--- src/rtl/ps2_pkg.sv ---
// ---------------------------------------------------------------------------
// ps2_pkg
// Shared types and constants for the PS/2 device-to-host receiver.
//   ps2_state_e : receive FSM state encoding (values fixed by ST_* constants
//                 so existing logic that decodes the raw 2-bit code still works)
//   ps2_entry_t : one FIFO entry {stop_err, parity_err, data[7:0]}
//   odd_parity  : the parity bit a correct sender puts after a byte
// ---------------------------------------------------------------------------
package ps2_pkg;

   localparam int PS2_DATA_BITS = 8;

   localparam logic [1:0] ST_IDLE   = 2'd0;
   localparam logic [1:0] ST_DATA   = 2'd1;
   localparam logic [1:0] ST_PARITY = 2'd2;
   localparam logic [1:0] ST_STOP   = 2'd3;

   typedef enum logic [1:0] {
      IDLE   = ST_IDLE,
      DATA   = ST_DATA,
      PARITY = ST_PARITY,
      STOP   = ST_STOP
   } ps2_state_e;

   typedef struct packed {
      logic                     stop_err;
      logic                     parity_err;
      logic [PS2_DATA_BITS-1:0] data;
   } ps2_entry_t;

   // PS/2 uses odd parity: data bits plus parity bit hold an odd number of 1s.
   function automatic logic odd_parity(input logic [PS2_DATA_BITS-1:0] b);
      return ~^b;
   endfunction

endpackage

--- src/rtl/ps2_sync_filt.sv ---
// ---------------------------------------------------------------------------
// ps2_sync_filt
// Brings one asynchronous PS/2 pin into the clk_sys domain and removes short
// glitches. The output only follows the synchronized input after the input
// has disagreed with it for FILT_LEN consecutive cycles.
// Ports:
//   clk_sys : system clock
//   rst_n   : asynchronous active-low reset (output resets to 1, the idle
//             level of an open-collector PS/2 line)
//   pin     : raw asynchronous pin
//   filt    : synchronized, glitch-filtered level
// ---------------------------------------------------------------------------
module ps2_sync_filt #(
   parameter int FILT_LEN = 4
) (
   input  logic clk_sys,
   input  logic rst_n,
   input  logic pin,
   output logic filt
);

   logic [1:0] sync_q;
   logic [3:0] stable_cnt;

   // NOTE: every clocked register uses non-blocking assignment so all flops
   // sample their inputs from the same pre-edge values.
   always_ff @(posedge clk_sys or negedge rst_n) begin
      if (!rst_n) begin
         sync_q     <= 2'b11;
         stable_cnt <= '0;
         filt       <= 1'b1;
      end else begin
         sync_q <= {sync_q[0], pin};
         if (sync_q[1] == filt) begin
            stable_cnt <= '0;
         end else if (stable_cnt == 4'(FILT_LEN - 1)) begin
            // This cycle is the FILT_LEN-th in a row of disagreement.
            filt       <= sync_q[1];
            stable_cnt <= '0;
         end else begin
            stable_cnt <= stable_cnt + 4'd1;
         end
      end
   end

endmodule

--- src/rtl/ps2_rx_fifo.sv ---
// ---------------------------------------------------------------------------
// ps2_rx_fifo
// PS/2 device-to-host receiver with pin filtering, a per-frame watchdog,
// per-byte error flags and a show-ahead output FIFO.
// Ports:
//   clk_sys, rst_n        : system clock, asynchronous active-low reset
//   PS2_CLK, PS2_DATA     : raw asynchronous PS/2 pins
//   en                    : receive enable; low aborts the current frame
//   m_valid/m_ready       : FIFO head handshake (pop on m_valid & m_ready)
//   m_data, m_parity_err,
//   m_stop_err            : head entry (forced to 0 while m_valid is low)
//   fifo_level            : number of entries held
//   timeout_pulse         : one-cycle pulse when the watchdog aborts a frame
//   overflow, ovf_clr     : sticky "frame lost to full FIFO" flag and its clear
// ---------------------------------------------------------------------------
module ps2_rx_fifo
   import ps2_pkg::*;
#(
   parameter int FILT_LEN    = 4,
   parameter int TIMEOUT_CYC = 100000,
   parameter int FIFO_DEPTH  = 8,
   parameter int DROP_BAD    = 0
) (
   input  logic                          clk_sys,
   input  logic                          rst_n,
   input  logic                          PS2_CLK,
   input  logic                          PS2_DATA,
   input  logic                          en,
   output logic                          m_valid,
   input  logic                          m_ready,
   output logic [7:0]                    m_data,
   output logic                          m_parity_err,
   output logic                          m_stop_err,
   output logic [$clog2(FIFO_DEPTH):0]   fifo_level,
   output logic                          timeout_pulse,
   output logic                          overflow,
   input  logic                          ovf_clr
);

   localparam int PTR_W = $clog2(FIFO_DEPTH);
   localparam int LVL_W = PTR_W + 1;
   localparam int WD_W  = $clog2(TIMEOUT_CYC) + 1;

   // The watchdog fires on the edge where the count would reach TIMEOUT_CYC-1,
   // so the pulse lands exactly TIMEOUT_CYC cycles after the last fall.
   localparam logic [WD_W-1:0]  WD_LAST  = WD_W'(TIMEOUT_CYC - 2);
   localparam logic [LVL_W-1:0] LVL_FULL = LVL_W'(FIFO_DEPTH);
   localparam logic [2:0]       BIT_LAST = 3'(PS2_DATA_BITS - 1);

   // ---------------------------------------------------------------- pins
   logic clk_f;
   logic data_f;
   logic clk_f_q;
   logic fall;

   ps2_sync_filt #(.FILT_LEN(FILT_LEN)) u_clk_filt (
      .clk_sys (clk_sys),
      .rst_n   (rst_n),
      .pin     (PS2_CLK),
      .filt    (clk_f)
   );

   ps2_sync_filt #(.FILT_LEN(FILT_LEN)) u_data_filt (
      .clk_sys (clk_sys),
      .rst_n   (rst_n),
      .pin     (PS2_DATA),
      .filt    (data_f)
   );

   always_ff @(posedge clk_sys or negedge rst_n) begin
      if (!rst_n) begin
         clk_f_q <= 1'b1;
         fall    <= 1'b0;
      end else begin
         clk_f_q <= clk_f;
         fall    <= clk_f_q & ~clk_f;
      end
   end

   // ----------------------------------------------------------------- FSM
   ps2_state_e               state;
   logic [2:0]               bit_cnt;
   logic [PS2_DATA_BITS-1:0] shreg;
   logic                     par_q;
   logic [WD_W-1:0]          wd_cnt;

   always_ff @(posedge clk_sys or negedge rst_n) begin
      if (!rst_n) begin
         state         <= IDLE;
         bit_cnt       <= '0;
         shreg         <= '0;
         par_q         <= 1'b0;
         wd_cnt        <= '0;
         timeout_pulse <= 1'b0;
      end else if (!en) begin
         state         <= IDLE;
         bit_cnt       <= '0;
         wd_cnt        <= '0;
         timeout_pulse <= 1'b0;
      end else begin
         timeout_pulse <= 1'b0;

         if (state == IDLE || fall) begin
            wd_cnt <= '0;
         end else begin
            wd_cnt <= wd_cnt + WD_W'(1);
         end

         if (fall) begin
            case (state)
               IDLE: begin
                  // A high data level on a fall is line noise, not a start bit.
                  if (!data_f) begin
                     state   <= DATA;
                     bit_cnt <= '0;
                  end
               end
               DATA: begin
                  shreg   <= {data_f, shreg[PS2_DATA_BITS-1:1]};
                  bit_cnt <= bit_cnt + 3'd1;
                  if (bit_cnt == BIT_LAST) begin
                     state <= PARITY;
                  end
               end
               PARITY: begin
                  par_q <= data_f;
                  state <= STOP;
               end
               STOP: begin
                  state <= IDLE;
               end
               default: begin
                  state <= IDLE;
               end
            endcase
         end else if (state != IDLE && wd_cnt == WD_LAST) begin
            state         <= IDLE;
            bit_cnt       <= '0;
            wd_cnt        <= '0;
            timeout_pulse <= 1'b1;
         end
      end
   end

   // --------------------------------------------------------- frame entry
   logic       frame_done;
   ps2_entry_t entry;

   assign frame_done       = en && fall && (state == STOP);
   assign entry.data       = shreg;
   assign entry.parity_err = (par_q != odd_parity(shreg));
   assign entry.stop_err   = ~data_f;

   // ---------------------------------------------------------------- FIFO
   logic [PTR_W-1:0] wr_ptr;
   logic [PTR_W-1:0] rd_ptr;
   logic [LVL_W-1:0] level;
   ps2_entry_t       mem [FIFO_DEPTH];
   ps2_entry_t       head;
   logic             full;
   logic             pop;
   logic             push;
   logic             drop_full;

   assign m_valid = (level != '0);

   // NOTE: push/drop_full get defaults before any condition so this block
   // stays purely combinational and never infers a latch.
   always_comb begin
      full      = (level == LVL_FULL);
      pop       = m_valid && m_ready;
      push      = 1'b0;
      drop_full = 1'b0;
      if (frame_done && !((DROP_BAD != 0) && (entry.parity_err || entry.stop_err))) begin
         // A same-cycle pop frees the slot, so a full FIFO can still accept.
         if (!full || pop) begin
            push = 1'b1;
         end else begin
            drop_full = 1'b1;
         end
      end
   end

   // NOTE: the storage array has no reset; validity is carried entirely by
   // the level counter, and the outputs are gated so stale data never shows.
   always_ff @(posedge clk_sys) begin
      if (push) begin
         mem[wr_ptr] <= entry;
      end
   end

   always_ff @(posedge clk_sys or negedge rst_n) begin
      if (!rst_n) begin
         wr_ptr <= '0;
         rd_ptr <= '0;
         level  <= '0;
      end else begin
         if (push) begin
            wr_ptr <= wr_ptr + PTR_W'(1);
         end
         if (pop) begin
            rd_ptr <= rd_ptr + PTR_W'(1);
         end
         case ({push, pop})
            2'b10:   level <= level + LVL_W'(1);
            2'b01:   level <= level - LVL_W'(1);
            default: level <= level;
         endcase
      end
   end

   always_ff @(posedge clk_sys or negedge rst_n) begin
      if (!rst_n) begin
         overflow <= 1'b0;
      end else if (drop_full) begin
         overflow <= 1'b1;
      end else if (ovf_clr) begin
         overflow <= 1'b0;
      end
   end

   assign head         = mem[rd_ptr];
   assign m_data       = m_valid ? head.data       : '0;
   assign m_parity_err = m_valid ? head.parity_err : 1'b0;
   assign m_stop_err   = m_valid ? head.stop_err   : 1'b0;
   assign fifo_level   = level;

endmodule

--- config.mk ---
export PLATFORM = sky130hd
export DESIGN_NAME = ps2_rx_fifo
export DESIGN_NICKNAME = d
export VERILOG_FILES = /design/src/rtl/ps2_pkg.sv /design/src/rtl/ps2_sync_filt.sv /design/src/rtl/ps2_rx_fifo.sv
export SDC_FILE = /design/constraint.sdc
export NUM_CORES = 1
export LEC_CHECK = 0
export ABC_CLOCK_PERIOD_IN_PS = 3650
export BUFFER_PORTS_ARGS = -buffer_cell sky130_fd_sc_hd__buf_2
export CORE_MARGIN = 4
export CORE_UTILIZATION = 30
export CTS_BUF_LIST = sky130_fd_sc_hd__clkbuf_2
export CTS_CLUSTER_DIAMETER = 50
export CTS_CLUSTER_SIZE = 24
export DETAILED_ROUTE_END_ITERATION = 10
export GPL_TIMING_DRIVEN = 0
export SYNTH_ARGS = -nofsm -noshare
export SYNTH_HDL_FRONTEND = slang
export SYNTH_SLANG_ARGS = --single-unit
--- constraint.sdc ---
create_clock -name clk_sys -period 3.65 [get_ports clk_sys]
set_clock_uncertainty 0.1 [all_clocks]
set_input_delay 0.1825 -clock clk_sys [delete_from_list [all_inputs] [get_ports clk_sys]]
set_output_delay 0.1825 -clock clk_sys [all_outputs]
set_load 0.02 [all_outputs]
==> flow_summary_export.csv <==
group,metric,value,unit
finish,fillers,1933,
synth,ys_warn_count,0,
sta,setup_viol,0,
cts,clk_pin_slew,0.24,ns
grt,grt_use_met2,0.194,
power,clockPowerShare,0.208,
grt,grt-ovfl-total,0,
cts,cts_made_buffers,17,
sta,fin_tns_setup,0,ns
synth,synth_fp_nets,425,
synth,syn_avg_cell_area,14.8,um2
synth,syn_inst,403,
floorplanning,die_w,149,um
cts,cts_sinks,140,
power,seqPwrFrac,0.488,
placed_design,port_buffers,23,
route,routed_via_density,4.67,
finish,area_growth,14.3,%
sta,worst_pin_slew,1.26,ns
sta,slew_violations,0,
hold_path,min_path_type,"reg2reg",
route,dr.first_iter.drc_count,271,
synth,syn_area,0.00598,mm2
run,cap_violations,0,
critical_path,crit_required,3.37,ns
placed_design,dp_hpwl,7.56,mm
floorplanning,coreArea,0.0195,mm2
synth,synth_edf_count,80,
cts,clock-root-buffer,"clkbuf_2",
grt,grt_max_degree,61,
grt,grt-busiest-layer,"met2",
route,wl_per_cell,15.6,um
sta,rsz0062_at_grt,"false",
power,power,0.00416,W
grt,grt_first_pass_wirelength,19.4,mm
finish,final_common_cell,"edfxtp_1",
synth,ys_seq_area_frac,0.654,
critical_path,worstPathArrival,2.66,ns
floorplanning,ioPinCount,24,
floorplanning,fp.dieH,149,um
floorplanning,rows,51,
power,p_leak,2.55,nW
power,comb_power_share,0.305,
route,drtAntennaViolNets,0,
outcome,outcome,"complete, no violations",
synth,ys.flop_type,"edfxtp_1",
sta,slew_headroom,0.154,
grt,grt_use_met3,0.0295,
route,drcViolationCount,0,
power,powerDensity,608,mW/mm2
grt,grt_pass1_vias,3674,
grt,met1_usage,0.142,
cts,cts_tree,"yes",
route,wl,11.5,mm
sta,min_period,2.94,ns
sta,hold_violations,0,
route,first_pass_iters,4,
critical_path,criticalPathCategory,"reg2out",
power,peakVddDrop,0.192,mV
finish,drive_gt1_frac,0.233,
finish,layout.cells.most_common_list,"edfxtp_1, dfrtp_1, nor2_1, buf_2",
cts,cts_max_path_buffers,2,
synth,ys_ff_latch,140,
critical_path,worstSetupStartpointType,"flop",
floorplanning,initial_utilization,0.306,
synth,ys_types,46,
route,vias,3444,
placed_design,gp_congestion,0.808,
cts,cts_setup_buffers,0,
grt,track_usage,0.113,
sta,post-route-period-util,0.806,
grt,grt_antenna_before_repair,0,
floorplanning,die_area,0.0223,mm2
finish,antenna_cells,0,
power,switching_share,0.358,
cts,cts_max_level,4,
power,p_int,0.00267,W
critical_path,crit_path_max_fanout,10,
finish,final_util,0.350,
sta,max_freq,0.340,GHz
cts,insertion_delay,0.66,ns
cts,cts_hold_buf,9,
power,p_sw,0.00149,W
synth,async_flop_share,0.429,
finish,nets,482,
critical_path,cp-end-kind,"output pin",
cts,post_cts_resized,0,
[cell families (layout without fill, tap and decap cells)]
| family | Yosys count | count (layout) | share of synthesized area |
|---|---|---|---|
| mux | 40 | 40 | 0.111 |
| fa+ha+maj | 15 | 15 | 0.0314 |
| compound gates | 30 | 30 | 0.0331 |
| xor+xnor | 35 | 35 | 0.0513 |
| simple gates | 121 | 121 | 0.105 |
| buf+inv | 22 | 92 | 0.0146 |
| flops | 140 | 140 | 0.654 |
[area by class of cell]
| type | instances | area (um2) | share of cell area |
|---|---|---|---|
| timing repair buffer | 38 | 274 | 0.0401 |
| clock inverter | 15 | 140 | 0.0205 |
| clock buffer | 17 | 85.1 | 0.0124 |
| inverter | 11 | 41.3 | 0.00604 |
| tap | 265 | 332 | 0.0485 |
| multi-input combinational | 241 | 2010 | 0.294 |
| sequential | 140 | 3910 | 0.572 |
| buffer | 11 | 46.3 | 0.00677 |
[per-stage QoR]
step	cells	cell area [um2]	worst slack [ns]	hold WS, ns
CTS	737	6830	0.574	0.210
floorplan	403	5980	0.883	-0.213
finish	738	6840	0.710	0.270
detailed placement	696	6510	0.859	0.189
global route	738	6840	0.443	0.214
global placement	691	6430	-0.126	0.188
[registers in the layout, summed over array words and instances (netlist names)]
name and cells:
fifo_level 4, shreg 8, par_q 1, clk_f_q 1
wr_ptr 3, timeout_pulse 1, u_data_filt.stable_cnt 4, overflow 1
u_clk_filt.filt 1, u_clk_filt.sync_q 2, u_data_filt.sync_q 2, rd_ptr 3
fall 1, mem 80, wd_cnt 18, u_clk_filt.stable_cnt 4
bit_cnt 3, u_data_filt.filt 1, state 2
[layer usage]
layer / wire, um / share of wire / vias to the layer above
met5: 0 / 0 / -
li1: - / - / 1615
met1: 5080 / 0.44 / 1738
met4: 97 / 0.0084 / 0
met3: 465 / 0.040 / 13
met2: 5890 / 0.51 / 78
[synthesized netlist by cell type (5+ instances only)]
library cell | n | area share
nor2b_1 | 5 | 0.0052
xnor2_1 | 18 | 0.026
nand2b_1 | 7 | 0.0073
nor3_1 | 7 | 0.0059
xor2_1 | 17 | 0.025
mux2i_1 | 10 | 0.017
edfxtp_1 | 80 | 0.40
inv_1 | 10 | 0.0063
dfrtp_1 | 53 | 0.22
nor2_1 | 38 | 0.024
clkbuf_1 | 7 | 0.0044
nand2_1 | 20 | 0.013
nand3_1 | 9 | 0.0075
dfstp_2 | 7 | 0.031
o21ai_0 | 9 | 0.0075
ha_1 | 15 | 0.031
nand4_1 | 8 | 0.0084
mux2_2 | 10 | 0.019
mux4_2 | 20 | 0.075
a21oi_1 | 6 | 0.0050
[power groups by stage]
stage,logic (W),clock network (W),registers [W]
after floorplan,0.000906,0,0.00205
after global placement,0.00125,0,0.00205
after detailed placement,0.00129,0,0.00206
after CTS,0.00130,0.000895,0.00203
after global routing,0.00142,0.000973,0.00205
final,0.00127,0.000864,0.00203
[final timing paths]
check,depth (start not counted),endpoint,slack [ns],start
max,5,m_stop_err,0.71,rd_ptr[1]
min,0,u_clk_filt.sync_q[1],0.27,u_clk_filt.sync_q[0]
max reg2reg,12,fifo_level[2],0.84,fifo_level[1]
min reg2reg,0,u_clk_filt.sync_q[1],0.27,u_clk_filt.sync_q[0]
max in group asynchronous,3,wd_cnt[11],2.41,rst_n
min in group asynchronous,3,rd_ptr[1],0.53,rst_n
[critical path, stage by stage (launching register included)]
cell and delay (ns):
dfrtp_1 0.46, clkbuf_1 0.64, mux4_2 0.42, mux2i_1 0.21, nor2_1 0.07, buf_2 0.19
Power figures use the tool's default switching activity.
